`src/rtl/vga_scanout.sv`:
```
// VGA scanout: free-running raster timing plus a windowed image fetched from the
// read port of the frame-buffer BRAM, delivered through a two-stage pipeline.
module vga_scanout #(
    parameter int SRC_W    = 576,
    parameter int SRC_H    = 28,
    parameter int ADDR_W   = 14,
    parameter int X_OFF    = 32,
    parameter int Y_OFF    = 226,
    parameter int H_ACTIVE = 640,
    parameter int H_FRONT  = 16,
    parameter int H_SYNC   = 96,
    parameter int H_BACK   = 48,
    parameter int V_ACTIVE = 480,
    parameter int V_FRONT  = 10,
    parameter int V_SYNC   = 2,
    parameter int V_BACK   = 33
) (
    input  logic              V_CLK,
    input  logic              RESET,
    input  logic              ENABLE,
    output logic [ADDR_W-1:0] BRAM_ADDR,
    input  logic [7:0]        BRAM_DOUT,
    output logic [7:0]        PIXEL,
    output logic              VGA_HS,
    output logic              VGA_VS,
    output logic              VGA_DE,
    output logic              FRAME_START
);

    localparam int H_TOTAL = H_ACTIVE + H_FRONT + H_SYNC + H_BACK;
    localparam int V_TOTAL = V_ACTIVE + V_FRONT + V_SYNC + V_BACK;

    localparam logic [9:0] H_LAST     = 10'(H_TOTAL - 1);
    localparam logic [9:0] V_LAST     = 10'(V_TOTAL - 1);
    localparam logic [9:0] H_VIS      = 10'(H_ACTIVE);
    localparam logic [9:0] V_VIS      = 10'(V_ACTIVE);
    localparam logic [9:0] H_SYNC_LO  = 10'(H_ACTIVE + H_FRONT);
    localparam logic [9:0] H_SYNC_HI  = 10'(H_ACTIVE + H_FRONT + H_SYNC);
    localparam logic [9:0] V_SYNC_LO  = 10'(V_ACTIVE + V_FRONT);
    localparam logic [9:0] V_SYNC_HI  = 10'(V_ACTIVE + V_FRONT + V_SYNC);
    localparam logic [9:0] WIN_X0     = 10'(X_OFF);
    localparam logic [9:0] WIN_X1     = 10'(X_OFF + SRC_W);
    localparam logic [9:0] WIN_X_LAST = 10'(X_OFF + SRC_W - 1);
    localparam logic [9:0] WIN_Y0     = 10'(Y_OFF);
    localparam logic [9:0] WIN_Y1     = 10'(Y_OFF + SRC_H);
    localparam logic [ADDR_W-1:0] LINE_STEP = ADDR_W'(SRC_W);

    logic [9:0]        h_reg, v_reg, h_next, v_next;
    logic [ADDR_W-1:0] line_base_reg;
    logic              en_frame_reg;

    // Stage-0 decode of the raw counter position.
    logic hs0, vs0, de0, win0, first0, frame_end;

    // Stage-1 delayed copies, aligned with BRAM_ADDR.
    logic hs1_reg, vs1_reg, de1_reg, win1_reg, first1_reg;

    always_comb begin
        h_next = (h_reg == H_LAST) ? 10'd0 : h_reg + 10'd1;
        v_next = v_reg;
        if (h_reg == H_LAST) begin
            v_next = (v_reg == V_LAST) ? 10'd0 : v_reg + 10'd1;
        end
    end

    always_comb begin
        hs0       = !((h_reg >= H_SYNC_LO) && (h_reg < H_SYNC_HI));
        vs0       = !((v_reg >= V_SYNC_LO) && (v_reg < V_SYNC_HI));
        de0       = (h_reg < H_VIS) && (v_reg < V_VIS);
        win0      = (h_reg >= WIN_X0) && (h_reg < WIN_X1) &&
                    (v_reg >= WIN_Y0) && (v_reg < WIN_Y1);
        first0    = (h_reg == 10'd0) && (v_reg == 10'd0);
        frame_end = (h_reg == H_LAST) && (v_reg == V_LAST);
    end

    always_ff @(posedge V_CLK or posedge RESET) begin
        if (RESET) begin
            h_reg         <= '0;
            v_reg         <= '0;
            line_base_reg <= '0;
            en_frame_reg  <= 1'b0;
            BRAM_ADDR     <= '0;
            hs1_reg       <= 1'b1;
            vs1_reg       <= 1'b1;
            de1_reg       <= 1'b0;
            win1_reg      <= 1'b0;
            first1_reg    <= 1'b0;
            PIXEL         <= 8'd0;
            VGA_HS        <= 1'b1;
            VGA_VS        <= 1'b1;
            VGA_DE        <= 1'b0;
            FRAME_START   <= 1'b0;
        end else begin
            h_reg <= h_next;
            v_reg <= v_next;

            // Running pointer replaces x + y*SRC_W; address holds outside the window.
            if (win0) begin
                if (h_reg == WIN_X0) begin
                    BRAM_ADDR <= line_base_reg;
                end else begin
                    BRAM_ADDR <= BRAM_ADDR + 1'b1;
                end
                if (h_reg == WIN_X_LAST) begin
                    line_base_reg <= line_base_reg + LINE_STEP;
                end
            end
            // Enable is latched only at the frame boundary so a frame is never torn.
            if (frame_end) begin
                line_base_reg <= '0;
                en_frame_reg  <= ENABLE;
            end

            hs1_reg    <= hs0;
            vs1_reg    <= vs0;
            de1_reg    <= de0;
            win1_reg   <= win0;
            first1_reg <= first0;

            // BRAM_DOUT corresponds to the BRAM_ADDR issued one cycle earlier.
            PIXEL       <= (win1_reg && en_frame_reg) ? BRAM_DOUT : 8'd0;
            VGA_HS      <= hs1_reg;
            VGA_VS      <= vs1_reg;
            VGA_DE      <= de1_reg;
            FRAME_START <= first1_reg;
        end
    end

endmodule

```
`config.mk`:
```
export PLATFORM = sky130hd
export DESIGN_NAME = vga_scanout
export DESIGN_NICKNAME = d
export VERILOG_FILES = /design/src/rtl/vga_scanout.sv
export SDC_FILE = /design/constraint.sdc
export NUM_CORES = 1
export LEC_CHECK = 0
export CAP_MARGIN = 30
export CORE_MARGIN = 2
export CORE_UTILIZATION = 40
export DETAILED_ROUTE_END_ITERATION = 10
export PLACE_DENSITY = 0.71
export RECOVER_POWER = 25
export SYNTH_ARGS = -nofsm -noshare
export SYNTH_HDL_FRONTEND = slang
export SYNTH_SLANG_ARGS = --single-unit
```
`constraint.sdc`:
```
create_clock -name V_CLK -period 2.46 [get_ports V_CLK]
set_clock_uncertainty 0.15 [all_clocks]
set_input_delay 0.246 -clock V_CLK [delete_from_list [all_inputs] [get_ports V_CLK]]
set_output_delay 0.246 -clock V_CLK [all_outputs]
set_load 0.01 [all_outputs]
```
==> flow_results.xml <==
<?xml version="1.0" encoding="UTF-8"?>
<metrics>
  <group name="drt">
    <metric name="drtAntennaViolNets" unit="">0</metric>
    <metric name="num_vias" unit="">2653</metric>
    <metric name="detail_route.vias_per_cell" unit="">5.72</metric>
    <metric name="route.final.wire_length" unit="um">6900</metric>
    <metric name="drt_pre_antenna_iters" unit="">4</metric>
    <metric name="avgRoutedWirePerCell" unit="um">14.9</metric>
    <metric name="detail_route.drc_violations" unit="">0</metric>
    <metric name="drt_iter0_drc" unit="">217</metric>
  </group>
  <group name="worst_hold_path">
    <metric name="hold_class" unit="">reg2reg</metric>
    <metric name="hold-path-cell-count" unit="">0</metric>
  </group>
  <group name="critical_path">
    <metric name="critPathRequiredTime" unit="ns">2.57</metric>
    <metric name="endpoint_kind" unit="">register</metric>
    <metric name="crit_path_max_fanout" unit="">7</metric>
    <metric name="timing.reg2reg.setup_slack" unit="ns">0.20</metric>
    <metric name="reg2reg_depth" unit="">5</metric>
    <metric name="critical_path.startpoint_type" unit="">register</metric>
    <metric name="crit_type" unit="">reg2reg</metric>
    <metric name="worst_ep_arrival_time" unit="ns">2.37</metric>
  </group>
  <group name="status">
    <metric name="status" unit="">complete, no violations</metric>
  </group>
  <group name="floorplanning">
    <metric name="core_area" unit="um^2">7730</metric>
    <metric name="die_y" unit="um">93.3</metric>
    <metric name="start_util" unit="%">41.2</metric>
    <metric name="floorplan.rows" unit="">32</metric>
    <metric name="fp.dieW" unit="um">93.3</metric>
    <metric name="pin_count" unit="">37</metric>
    <metric name="die_area" unit="um^2">8700</metric>
  </group>
  <group name="layout">
    <metric name="area_growth_syn_to_layout" unit="%">23.1</metric>
    <metric name="insertedDiodeCount" unit="">0</metric>
    <metric name="largest_register_ff_count" unit="">14</metric>
    <metric name="fraction_of_final_layout_cells_sized_beyond_drive_strength_1" unit="%">13.5</metric>
    <metric name="postLayoutCoreUtil" unit="%">50.8</metric>
    <metric name="filler_cell_count" unit="">685</metric>
    <metric name="nNetsFinal" unit="">375</metric>
  </group>
  <group name="synthesis">
    <metric name="netlist_instances" unit="">314</metric>
    <metric name="synth_enable_flop_cells" unit="">0</metric>
    <metric name="ys_types" unit="">50</metric>
    <metric name="synth.largest_area_cell" unit="">sky130_fd_sc_hd__dfrtp_1</metric>
    <metric name="synth-async-reset-ratio" unit="%">100</metric>
    <metric name="post_synthesis_sequential_area_ratio" unit="%">47.3</metric>
    <metric name="postSynthAreaPerCell" unit="um^2">10.1</metric>
    <metric name="yosys_warnings" unit="">0</metric>
    <metric name="syn-num-nets" unit="">332</metric>
    <metric name="synth.top_cells.by_area" unit="">sky130_fd_sc_hd__dfrtp_1 44%, sky130_fd_sc_hd__nand4_1 4.3%, sky130_fd_sc_hd__mux2i_1 4.1%, sky130_fd_sc_hd__dfstp_2 3.3%, sky130_fd_sc_hd__and3_1 2.9%</metric>
    <metric name="synth_ff_type" unit="">sky130_fd_sc_hd__dfrtp_1</metric>
    <metric name="synth_seq_cells" unit="">60</metric>
    <metric name="yosysTopAreaCellShare" unit="%">44.0</metric>
    <metric name="post_synth_instance_area" unit="um^2">3190</metric>
  </group>
  <group name="pwr">
    <metric name="total_power" unit="W">0.00190</metric>
    <metric name="power-per-cell-area" unit="nW/um^2">483</metric>
    <metric name="power.ir.vdd_worst" unit="uV">344</metric>
    <metric name="power_leakage" unit="nW">1.67</metric>
  </group>
  <group name="sta">
    <metric name="finalCritPeriodShare" unit="%">91.8</metric>
    <metric name="final.setup.worst_slack" unit="ns">0.203</metric>
    <metric name="number_of_hold_violations_in_the_final_report" unit="">0</metric>
    <metric name="slew_violations" unit="">0</metric>
    <metric name="setup_repair_after_global_routing_missed_its_margin" unit="">no</metric>
    <metric name="post-route-min-period" unit="ns">2.26</metric>
    <metric name="timing.slew.headroom" unit="%">45.8</metric>
    <metric name="setup_total_negative_slack" unit="ns">0</metric>
    <metric name="worstMarginPinSlew" unit="ns">0.813</metric>
    <metric name="final-setup-viol-count" unit="">0</metric>
    <metric name="maxClockFrequency" unit="MHz">443</metric>
    <metric name="fin_hold_ws" unit="ns">0.199</metric>
  </group>
  <group name="global_route">
    <metric name="groute.usage.overall" unit="%">17.4</metric>
    <metric name="via_count_of_the_first_global_routing_pass" unit="">2426</metric>
    <metric name="grt_start_max_net_pins" unit="">40</metric>
    <metric name="grt_pass1_wl" unit="um">11900</metric>
    <metric name="grt_overflow_total" unit="">0</metric>
    <metric name="number_of_antenna_violations_at_the_first_check_in_global_routing" unit="">0</metric>
  </group>
  <group name="cts">
    <metric name="cts.sink_count" unit="">60</metric>
    <metric name="postCtsHoldBufs" unit="">0</metric>
    <metric name="cts_max_path_buffers" unit="">2</metric>
    <metric name="cts.clk_slew.worst_paths" unit="ns">0.06</metric>
    <metric name="clk-insertion-delay-late" unit="ns">0.34</metric>
    <metric name="tritoncts.num_buffers" unit="">9</metric>
    <metric name="tritoncts_clock_tree" unit="">done</metric>
    <metric name="cts_htree_levels" unit="">3</metric>
    <metric name="clock_tree.root_cell" unit="">sky130_fd_sc_hd__clkbuf_8</metric>
  </group>
  <group name="placed_design">
    <metric name="detailed_placer_s_ending_hpwl" unit="um">4800</metric>
    <metric name="portBuffers" unit="">36</metric>
    <metric name="gp_congestion" unit="">0.888</metric>
    <metric name="place_worst_setup_slack" unit="ns">0.123</metric>
  </group>
  <group name="job">
    <metric name="maxCapViolations" unit="">0</metric>
  </group>
</metrics>
[power by group]
part | switching (W) | total [W] | internal [W]
clock network | 0.000383 | 0.000872 | 0.000490
registers | 0 | 0.000987 | 0.000987
logic | 0.0000209 | 0.0000376 | 0.0000167
[repair_timing]
item | CTS | global route
endpoints found under the setup margin | 0 | 8
hold endpoints to repair | 0 | 0
buffers inserted | 0 | 0
resized for setup | 0 | 3
[critical path, stage by stage (launching register included)]
cell	delay, ns
sky130_fd_sc_hd__dfrtp_1	0.40
sky130_fd_sc_hd__ha_1	0.20
sky130_fd_sc_hd__nand3_1	0.16
sky130_fd_sc_hd__or4_4	0.60
sky130_fd_sc_hd__or4_1	0.52
sky130_fd_sc_hd__a21oi_1	0.15
[metrics by stage]
stage	cell area [um^2]	instances
2_1_floorplan	3190	314
3_3_place_gp	3730	448
3_5_place_dp	3730	448
4_1_cts	3920	464
5_1_grt	3920	464
6_report	3920	464
[kinds of logic after synthesis]
kind of cell | Yosys count | synth area share, %
compound gates | 62 | 14.6
xor+xnor | 11 | 3.02
fa+ha+maj | 7 | 2.75
buf+inv | 38 | 5.03
flops | 60 | 47.3
mux | 15 | 4.79
simple gates | 121 | 22.5
[path summary, 6_finish.rpt]
check / end / from
worst max-delay path: v_reg[9] / h_reg[0]
worst min-delay path: FRAME_START / first1_reg
worst max register to register: v_reg[9] / h_reg[0]
worst min register to register: FRAME_START / first1_reg
max in group asynchronous: BRAM_ADDR[13] / RESET
min in group asynchronous: FRAME_START / RESET
[metal layers]
metal  track usage, %  share of wire, %  up-vias
li1                 -                 -     1277
met1             24.7                47     1296
met2             25.6                46       68
met3             2.82               3.7       12
met4             9.07               2.4        0
met5                0                 0        -
[placed cells by master (no fill, tap or decap), drive strengths merged, types with 6 or more instances in the layout]
cell type / n
nand3: 17
nand2: 16
nor4: 6
o21bai: 6
nor2: 14
nand4: 22
inv: 15
clkbuf: 11
xor2: 6
ha: 7
a21oi: 8
buf: 19
a2111oi: 9
and3: 15
dfrtp: 56
o21ai: 12
clkdlybuf4s50: 35
mux2i: 13
[cell usage after synthesis, types with 8 or more instances]
| library cell | number |
|---|---|
| sky130_fd_sc_hd__mux2i_1 | 13 |
| sky130_fd_sc_hd__inv_1 | 15 |
| sky130_fd_sc_hd__buf_2 | 8 |
| sky130_fd_sc_hd__and3_1 | 15 |
| sky130_fd_sc_hd__nor2_1 | 14 |
| sky130_fd_sc_hd__dfrtp_1 | 56 |
| sky130_fd_sc_hd__clkbuf_1 | 13 |
| sky130_fd_sc_hd__o21ai_0 | 12 |
| sky130_fd_sc_hd__a21oi_1 | 8 |
| sky130_fd_sc_hd__nand4_1 | 22 |
| sky130_fd_sc_hd__a2111oi_0 | 8 |
| sky130_fd_sc_hd__nand3_1 | 17 |
| sky130_fd_sc_hd__nand2_1 | 16 |
[layout make-up]
class	instances	area, um^2	area share, %
clock buffer	11	141	3.60
clock inverter	5	52.6	1.34
inverter	15	56.3	1.43
multi-input combinational	216	1520	38.8
sequential	60	1510	38.4
tap	102	128	3.25
timing repair buffer	55	515	13.1
Power figures use the tool's default switching activity.
